`config.mk`:
```
export PLATFORM = sky130hd
export DESIGN_NAME = param_loader
export DESIGN_NICKNAME = d
export VERILOG_FILES = /design/src/rtl/nn_pkg.sv /design/src/rtl/param_shadow_bank.sv /design/src/rtl/param_loader.sv
export SDC_FILE = /design/constraint.sdc
export NUM_CORES = 1
export LEC_CHECK = 0
export ABC_AREA = 1
export CORE_MARGIN = 2
export CORE_UTILIZATION = 45
export CTS_CLUSTER_DIAMETER = 40
export CTS_CLUSTER_SIZE = 16
export DETAILED_ROUTE_END_ITERATION = 7
export PLACE_DENSITY = 0.75
export SLEW_MARGIN = 20
export SYNTH_ARGS = -nofsm -noshare
export SYNTH_HDL_FRONTEND = slang
export SYNTH_SLANG_ARGS = --single-unit
```
`constraint.sdc`:
```
create_clock -name clk -period 7.4 [get_ports clk]
set_input_delay 1.48 -clock clk [delete_from_list [all_inputs] [get_ports clk]]
set_output_delay 1.48 -clock clk [all_outputs]
set_load 0.01 [all_outputs]
```
`src/rtl/nn_pkg.sv`:
```
// rtl/nn_pkg.sv - shared loader state type and neuron word-slot constants
package nn_pkg;

    typedef enum logic [1:0] {
        IDLE   = 2'd0,
        LOAD   = 2'd1,
        COMMIT = 2'd2
    } ldr_state_t;

    localparam int WORDS_PER_NEURON = 4;

    localparam int SLOT_W1 = 0;
    localparam int SLOT_W2 = 1;
    localparam int SLOT_B1 = 2;
    localparam int SLOT_B2 = 3;

endpackage

```
`src/rtl/param_shadow_bank.sv`:
```
// rtl/param_shadow_bank.sv - shadow and active parameter arrays with atomic commit
module param_shadow_bank import nn_pkg::*; #(
    parameter int WIDTH    = 32,
    parameter int N_NEURON = 2,
    parameter int TOTAL    = WORDS_PER_NEURON * N_NEURON,
    parameter int IDXW     = $clog2(TOTAL)
) (
    input  logic                      clk,
    input  logic                      rst,
    input  logic                      wr_en,
    input  logic [IDXW-1:0]           wr_idx,
    input  logic [WIDTH-1:0]          wr_data,
    input  logic                      commit,
    output logic [N_NEURON*WIDTH-1:0] w1_o,
    output logic [N_NEURON*WIDTH-1:0] w2_o,
    output logic [N_NEURON*WIDTH-1:0] b1_o,
    output logic [N_NEURON*WIDTH-1:0] b2_o
);

    logic [WIDTH-1:0] shadow [TOTAL];
    logic [WIDTH-1:0] active [TOTAL];

    always_ff @(posedge clk) begin
        if (rst) begin
            for (int i = 0; i < TOTAL; i++) begin
                shadow[i] <= '0;
                active[i] <= '0;
            end
        end else begin
            if (wr_en) begin
                shadow[wr_idx] <= wr_data;
            end
            // The whole set moves in one edge so neurons never see a mix.
            if (commit) begin
                for (int i = 0; i < TOTAL; i++) begin
                    active[i] <= shadow[i];
                end
            end
        end
    end

    for (genvar k = 0; k < N_NEURON; k++) begin : g_neuron
        assign w1_o[k*WIDTH +: WIDTH] = active[k*WORDS_PER_NEURON + SLOT_W1];
        assign w2_o[k*WIDTH +: WIDTH] = active[k*WORDS_PER_NEURON + SLOT_W2];
        assign b1_o[k*WIDTH +: WIDTH] = active[k*WORDS_PER_NEURON + SLOT_B1];
        assign b2_o[k*WIDTH +: WIDTH] = active[k*WORDS_PER_NEURON + SLOT_B2];
    end

endmodule

```
`src/rtl/param_loader.sv`:
```
// rtl/param_loader.sv - streams neuron weights/biases into a shadow bank and commits atomically
// Optional active-bank readback port enabled by PARAM_READBACK_EN.
module param_loader import nn_pkg::*; #(
    parameter int WIDTH    = 32,
    parameter int N_NEURON = 2
) (
    input  logic                      clk,
    input  logic                      rst,
    input  logic                      load_start,
    input  logic                      abort,
    input  logic                      in_valid,
    output logic                      in_ready,
    input  logic [WIDTH-1:0]          in_data,
    output logic [N_NEURON*WIDTH-1:0] w1_o,
    output logic [N_NEURON*WIDTH-1:0] w2_o,
    output logic [N_NEURON*WIDTH-1:0] b1_o,
    output logic [N_NEURON*WIDTH-1:0] b2_o,
    output logic                      busy,
    output logic                      done,
    output logic                      err
`ifdef PARAM_READBACK_EN
    ,
    input  logic [$clog2(WORDS_PER_NEURON*N_NEURON)-1:0] rd_addr,
    output logic [WIDTH-1:0]                             rd_data
`endif
);

    localparam int TOTAL = WORDS_PER_NEURON * N_NEURON;
    localparam int IDXW  = $clog2(TOTAL);
    localparam logic [IDXW-1:0] LAST_IDX = IDXW'(TOTAL - 1);

    ldr_state_t      state, state_d;
    logic [IDXW-1:0] idx, idx_d;
    logic            err_d;
    logic            done_d;
    logic            wr_en;
    logic            commit;

    always_ff @(posedge clk) begin
        if (rst) begin
            state <= IDLE;
            idx   <= '0;
            err   <= 1'b0;
            done  <= 1'b0;
        end else begin
            state <= state_d;
            idx   <= idx_d;
            err   <= err_d;
            done  <= done_d;
        end
    end

    always_comb begin
        state_d = state;
        idx_d   = idx;
        err_d   = err;
        done_d  = 1'b0;
        wr_en   = 1'b0;
        commit  = 1'b0;
        case (state)
            IDLE: begin
                if (load_start) begin
                    state_d = LOAD;
                    idx_d   = '0;
                    err_d   = 1'b0;
                end
            end
            LOAD: begin
                if (load_start) begin
                    err_d = 1'b1;
                end
                // Abort wins over a same-cycle handshake: that word is dropped.
                if (abort) begin
                    state_d = IDLE;
                end else if (in_valid) begin
                    wr_en = 1'b1;
                    if (idx == LAST_IDX) begin
                        state_d = COMMIT;
                    end else begin
                        idx_d = idx + 1'b1;
                    end
                end
            end
            COMMIT: begin
                if (load_start) begin
                    err_d = 1'b1;
                end
                commit  = 1'b1;
                done_d  = 1'b1;
                state_d = IDLE;
            end
            default: state_d = IDLE;
        endcase
    end

    assign in_ready = (state == LOAD);
    assign busy     = (state != IDLE);

    param_shadow_bank #(
        .WIDTH    (WIDTH),
        .N_NEURON (N_NEURON),
        .TOTAL    (TOTAL),
        .IDXW     (IDXW)
    ) u_bank (
        .clk     (clk),
        .rst     (rst),
        .wr_en   (wr_en),
        .wr_idx  (idx),
        .wr_data (in_data),
        .commit  (commit),
        .w1_o    (w1_o),
        .w2_o    (w2_o),
        .b1_o    (b1_o),
        .b2_o    (b2_o)
    );

`ifdef PARAM_READBACK_EN
    logic [WIDTH-1:0] rd_word;

    always_comb begin
        rd_word = '0;
        if (int'(rd_addr) < TOTAL) begin
            case (int'(rd_addr) % WORDS_PER_NEURON)
                SLOT_W1: rd_word = w1_o[(int'(rd_addr) / WORDS_PER_NEURON) * WIDTH +: WIDTH];
                SLOT_W2: rd_word = w2_o[(int'(rd_addr) / WORDS_PER_NEURON) * WIDTH +: WIDTH];
                SLOT_B1: rd_word = b1_o[(int'(rd_addr) / WORDS_PER_NEURON) * WIDTH +: WIDTH];
                default: rd_word = b2_o[(int'(rd_addr) / WORDS_PER_NEURON) * WIDTH +: WIDTH];
            endcase
        end
    end

    always_ff @(posedge clk) begin
        if (rst) begin
            rd_data <= '0;
        end else begin
            rd_data <= rd_word;
        end
    end
`endif

endmodule

```
# Yosys cells after proc, flatten, opt, wreduce, memory -nomap -nowiden
# Memory sizes are Yosys's and may differ from the RTL's.
# Index checks and enable logic that the tools add are counted.
# Widths: inputs -> output; s select.
dict set report op_classes {
  addsub 1
  mul 0
  n_div 0
  magnitude_cmp 0
  eq_ne 10
  shifts 0
  muxes 36
  bitwise_logic 8
  reduce_logical 9
}
# cell n
set op_table {}
lappend op_table {{$mux 32} 9}
lappend op_table {{$reduce_or 32->1} 1}
lappend op_table {{$mux 1} 15}
lappend op_table {{$mux 3} 5}
lappend op_table {{$mux 2} 4}
lappend op_table {{$ne 2x2->1 const B} 4}
lappend op_table {{$or 1x1->1} 8}
lappend op_table {{$pmux 3 s2} 1}
lappend op_table {{$reduce_and 3->1} 2}
lappend op_table {{$reduce_bool 2->1} 3}
lappend op_table {{$reduce_and 5->1} 1}
lappend op_table {{$pmux 2 s2} 1}
lappend op_table {{$add 3x1->3 const B} 1}
lappend op_table {{$eq 3x3->1 const B} 1}
lappend op_table {{$ne 3x2->1 const B} 1}
lappend op_table {{$ne 3x3->1 const B} 1}
lappend op_table {{$eq 2x1->1 const B} 1}
lappend op_table {{$eq 2x2->1 const B} 1}
lappend op_table {{$logic_not 2->1} 1}
lappend op_table {{$ne 2x1->1 const B} 1}
lappend op_table {{$pmux 1 s2} 1}
lappend op_table {{$reduce_or 2->1} 1}
dict set report totals {
  ff_bits 7
  latch_bits 0
  mem_bits_rw 512
  romBits 0
  in_bits 37
  output_inout_bits 260
  elab_cells 70
  mem_count 2
}
# memory depth width read_ports rd_clocked_by_memory_dff write_ports line_no
set mem_list {}
lappend mem_list {u_bank.active 8 32 8 0 8 param_shadow_bank.sv:21} ;# logic [WIDTH-1:0] active [TOTAL];
lappend mem_list {u_bank.shadow 8 32 8 0 8 param_shadow_bank.sv:20} ;# logic [WIDTH-1:0] shadow [TOTAL];

# Depth between registers and ports, before layout
dict set report logic_depth {
  word_depth 8
  ltp_mapped 9
}

# Modules after synthesis
# From an unflattened synthesis, not the netlist that was laid out.
dict set report hier_totals {
  hier_cells 1477
  hier_area_um2 19612.6
}
# mod instances cells_per_inst area_per_inst_um2 seq_area_each_um2
set by_module_without_submodules {}
lappend by_module_without_submodules {param_shadow_bank 1 1415 19167.1 15374.7}
lappend by_module_without_submodules {param_loader 1 62 445.4 140.1}

# Worst setup path after synthesis
# Ideal clock, no wire load.
dict set report synth_timing {
  kind {input port to flip-flop}
  from {input port rst}
  to {memory u_bank.active[0][0] (enable)}
  t_arrival_ns 6.041
  t_required_ns 5.454
  slack_ns -0.587
  stages 3
  path_buffers 1
  path_cell_list {inv_2 -> clkbuf_1 -> nand2_1}
}
# item line_no
set synth_lines {}
lappend synth_lines {{start: declaration} param_loader.sv:8} ;# input logic rst,
lappend synth_lines {{end: declaration} param_shadow_bank.sv:21}

==> flow_summary.json <==
{
  "status": "finished, final reports clean",
  "ys_async_sr_fraction_pct": 0,
  "drtAntennaViolNets": 0,
  "die_w_um": 211,
  "crit_type": "input port to flip-flop",
  "timing.rr.start": "state[1]",
  "setup_tns_ns": 0,
  "finalWirelength_um": 42900,
  "drive_above_1_share_pct": 6.64,
  "min_to": "err",
  "power.leakage_nw": 9.86,
  "nets": 1806,
  "rsz0062_at_grt": "no",
  "synth_edf_count": 512,
  "fillers": 3232,
  "grt_use_met3_pct": 4.61,
  "synth-seq-area-share_pct": 80.3,
  "synthTopCellsByArea": "edfxtp_1 (80%), nor2_1 (10%), inv_1 (5.9%), buf_2 (0.78%), dfxtp_1 (0.73%)",
  "io_pins": 297,
  "syn_nets": 1501,
  "grt_pass1_vias": 10994,
  "cts_buffers": 57,
  "crit_required_ns": 7.71,
  "n_antenna_cell": 0,
  "ys_top_cells_by_count": "nor2_1 (529), edfxtp_1 (512), inv_1 (302)",
  "finalSetupViolations": 0,
  "synth.most_common_cell": "nor2_1",
  "slew_headroom_pct": 29.1,
  "io_buffers": 296,
  "ys_ff_latch": 519,
  "overflow": 0,
  "drv_slew": 0,
  "grtUsageMet1_pct": 25.2,
  "ys_warn_count": 0,
  "hold_buffers": 0,
  "area_growth_pct": 27.3,
  "placed_cells": 2241,
  "tightest_slew_ns": 1.06,
  "reg2reg_setup_slack_ns": 4.47,
  "cp-start-kind": "input port",
  "busiest_layer": "met2",
  "cap_violations": 0,
  "cts_setup_buffers": 0,
  "clock_latency_ns": 0.60,
  "coreArea_mm2": 0.0421,
  "drc": 0,
  "die_h_um": 211,
  "synth_top_area_cell": "edfxtp_1",
  "crit_path_top_delay_cell": "buf_4",
  "clk_pin_slew_ns": 0.06,
  "die-area_mm2": 0.0446,
  "r2r_cells": 6,
  "fin_hold_ws_ns": 0.516,
  "dpl.hpwl_um": 26600,
  "stdcell_area_mm2": 0.0246,
  "fin_crit_ns": 3.95,
  "rr_endpoint": "u_bank.shadow[2][17]",
  "syn_area_mm2": 0.0193,
  "cts_resized": 0,
  "ir_drop_uv": 178,
  "fmax_ghz": 0.253,
  "synthCells": 1456,
  "critical_path_arrival_ns": 4.26,
  "grtUsageTotal_pct": 19.4,
  "drtIter0Drc": 889,
  "power_density_mw_per_mm2": 312,
  "grt_max_degree": 137,
  "synthDistinctLibCells": 20,
  "h-tree-depth": 2,
  "clkSinkCount": 519,
  "antenna_found_initial": 1,
  "met2_usage_pct": 32.3,
  "fin_skew_ns": 0.0277,
  "min_path_type": "flip-flop to flip-flop",
  "synth_flop_cell": "edfxtp_1",
  "cp_top_family": "buffers and inverters",
  "end_kind": "flip-flop",
  "max_stage_delay_ns": 0.70,
  "min_delay_path_depth": 2,
  "fin_crit_sh_pct": 53.3,
  "worstPathCellList": "buf_2 > buf_4 > nor2_1 > inv_6 > buf_4 > nor2_1",
  "placementRows": 75,
  "critPathMaxFanout": 123,
  "grt_pass1_wl_um": 63500,
  "synth_top_area_share_pct": 79.6,
  "wl_per_cell_um": 18.3,
  "root_buffer": "clkbuf_16",
  "gp_congestion": 0.776,
  "critPathBufInv": 4,
  "syn_avg_cell_area_um2": 13.3,
  "hold_start": "err",
  "instances_no_fill": 2346,
  "final_core_util_pct": 58.4,
  "finalHoldViolations": 0,
  "clockBufferDepth": 3,
  "vias_per_cell": 4.74,
  "place_area_mm2": 0.0227,
  "dr.pass1.iters": 6,
  "cts_tree": "built",
  "start_util_pct": 45.8,
  "num_vias": 11112
}
-- registers in the layout, indices dropped and copies added (netlist names) --
name,count
err,1
idx,3
u_bank.shadow,256
state,2
done,1
u_bank.active,256
-- placed cells by master, fill, tap and decap left out, drive strengths merged --
master	n
clkdlybuf4s50	295
nor3	2
buf	4
clkinv	17
bufinv	2
a21oi	3
nand2	30
nor2	531
clkinvlp	4
o21ai	1
inv	322
nand3	3
edfxtp	512
and3	1
ha	8
dfxtp	7
clkbuf	63
nand4	2
-- metrics by stage --
stage	worst slack, ns	power [mW]
global route	3.26	7.94
global placement	2.97	4.93
CTS	3.47	7.73
floorplan	2.00	4.28
finish	3.45	7.67
detailed placement	2.82	4.94
-- cell families after synthesis --
logic type | synth area share [%]
AOI/OAI and AO/OA | 0.104
adders and majority gates | 0.518
buffers and inverters | 7.58
DFF | 80.3
and+or+nand+nor | 11.5
-- worst max-delay path by stage --
stage / startpoint / end / slack [ns] / cells after the start
after floorplan: rst / u_bank.active[0][0] / 2.00 / 3
after global placement: rst / u_bank.active[1][46] / 2.97 / 6
after detailed placement: rst / u_bank.active[1][23] / 2.82 / 6
after CTS: rst / u_bank.active[1][23] / 3.47 / 6
after global routing: rst / u_bank.active[1][60] / 3.26 / 6
final: rst / u_bank.active[0][78] / 3.45 / 6
-- worst register-to-register path, cell delays in order, from the launching register on --
cell and delay, ns:
dfxtp_1 0.33, inv_1 0.14, ha_1 0.31, nand4_4 0.18, nor2_4 0.19, nand2_2 0.47
nand2_2 0.92
-- per-layer routing --
metal | up-vias | share of wire (%)
li1 | 5231 | -
met1 | 5308 | 39
met2 | 478 | 49
met3 | 93 | 8.6
met4 | 2 | 2.8
met5 | - | 0.023
-- power breakdown --
part / switching, mW / internal [mW] / leakage [nW]
clock network: 1.24 / 1.56 / 0.916
logic: 0.600 / 0.494 / 3.56
registers: 0.141 / 3.64 / 5.38
total: 1.98 / 5.69 / 9.86
-- layout make-up --
| type | count | area, um2 | area share (%) |
|---|---|---|---|
| multi-input cells | 581 | 2380 | 9.66 |
| clock inverters | 42 | 422 | 1.71 |
| well taps | 539 | 674 | 2.74 |
| inverters | 303 | 1140 | 4.65 |
| flip-flops and latches | 519 | 15500 | 63.1 |
| clock buffers | 63 | 1470 | 5.98 |
| repair buffers | 299 | 2990 | 12.2 |
(Power assumes the default switching activity.)
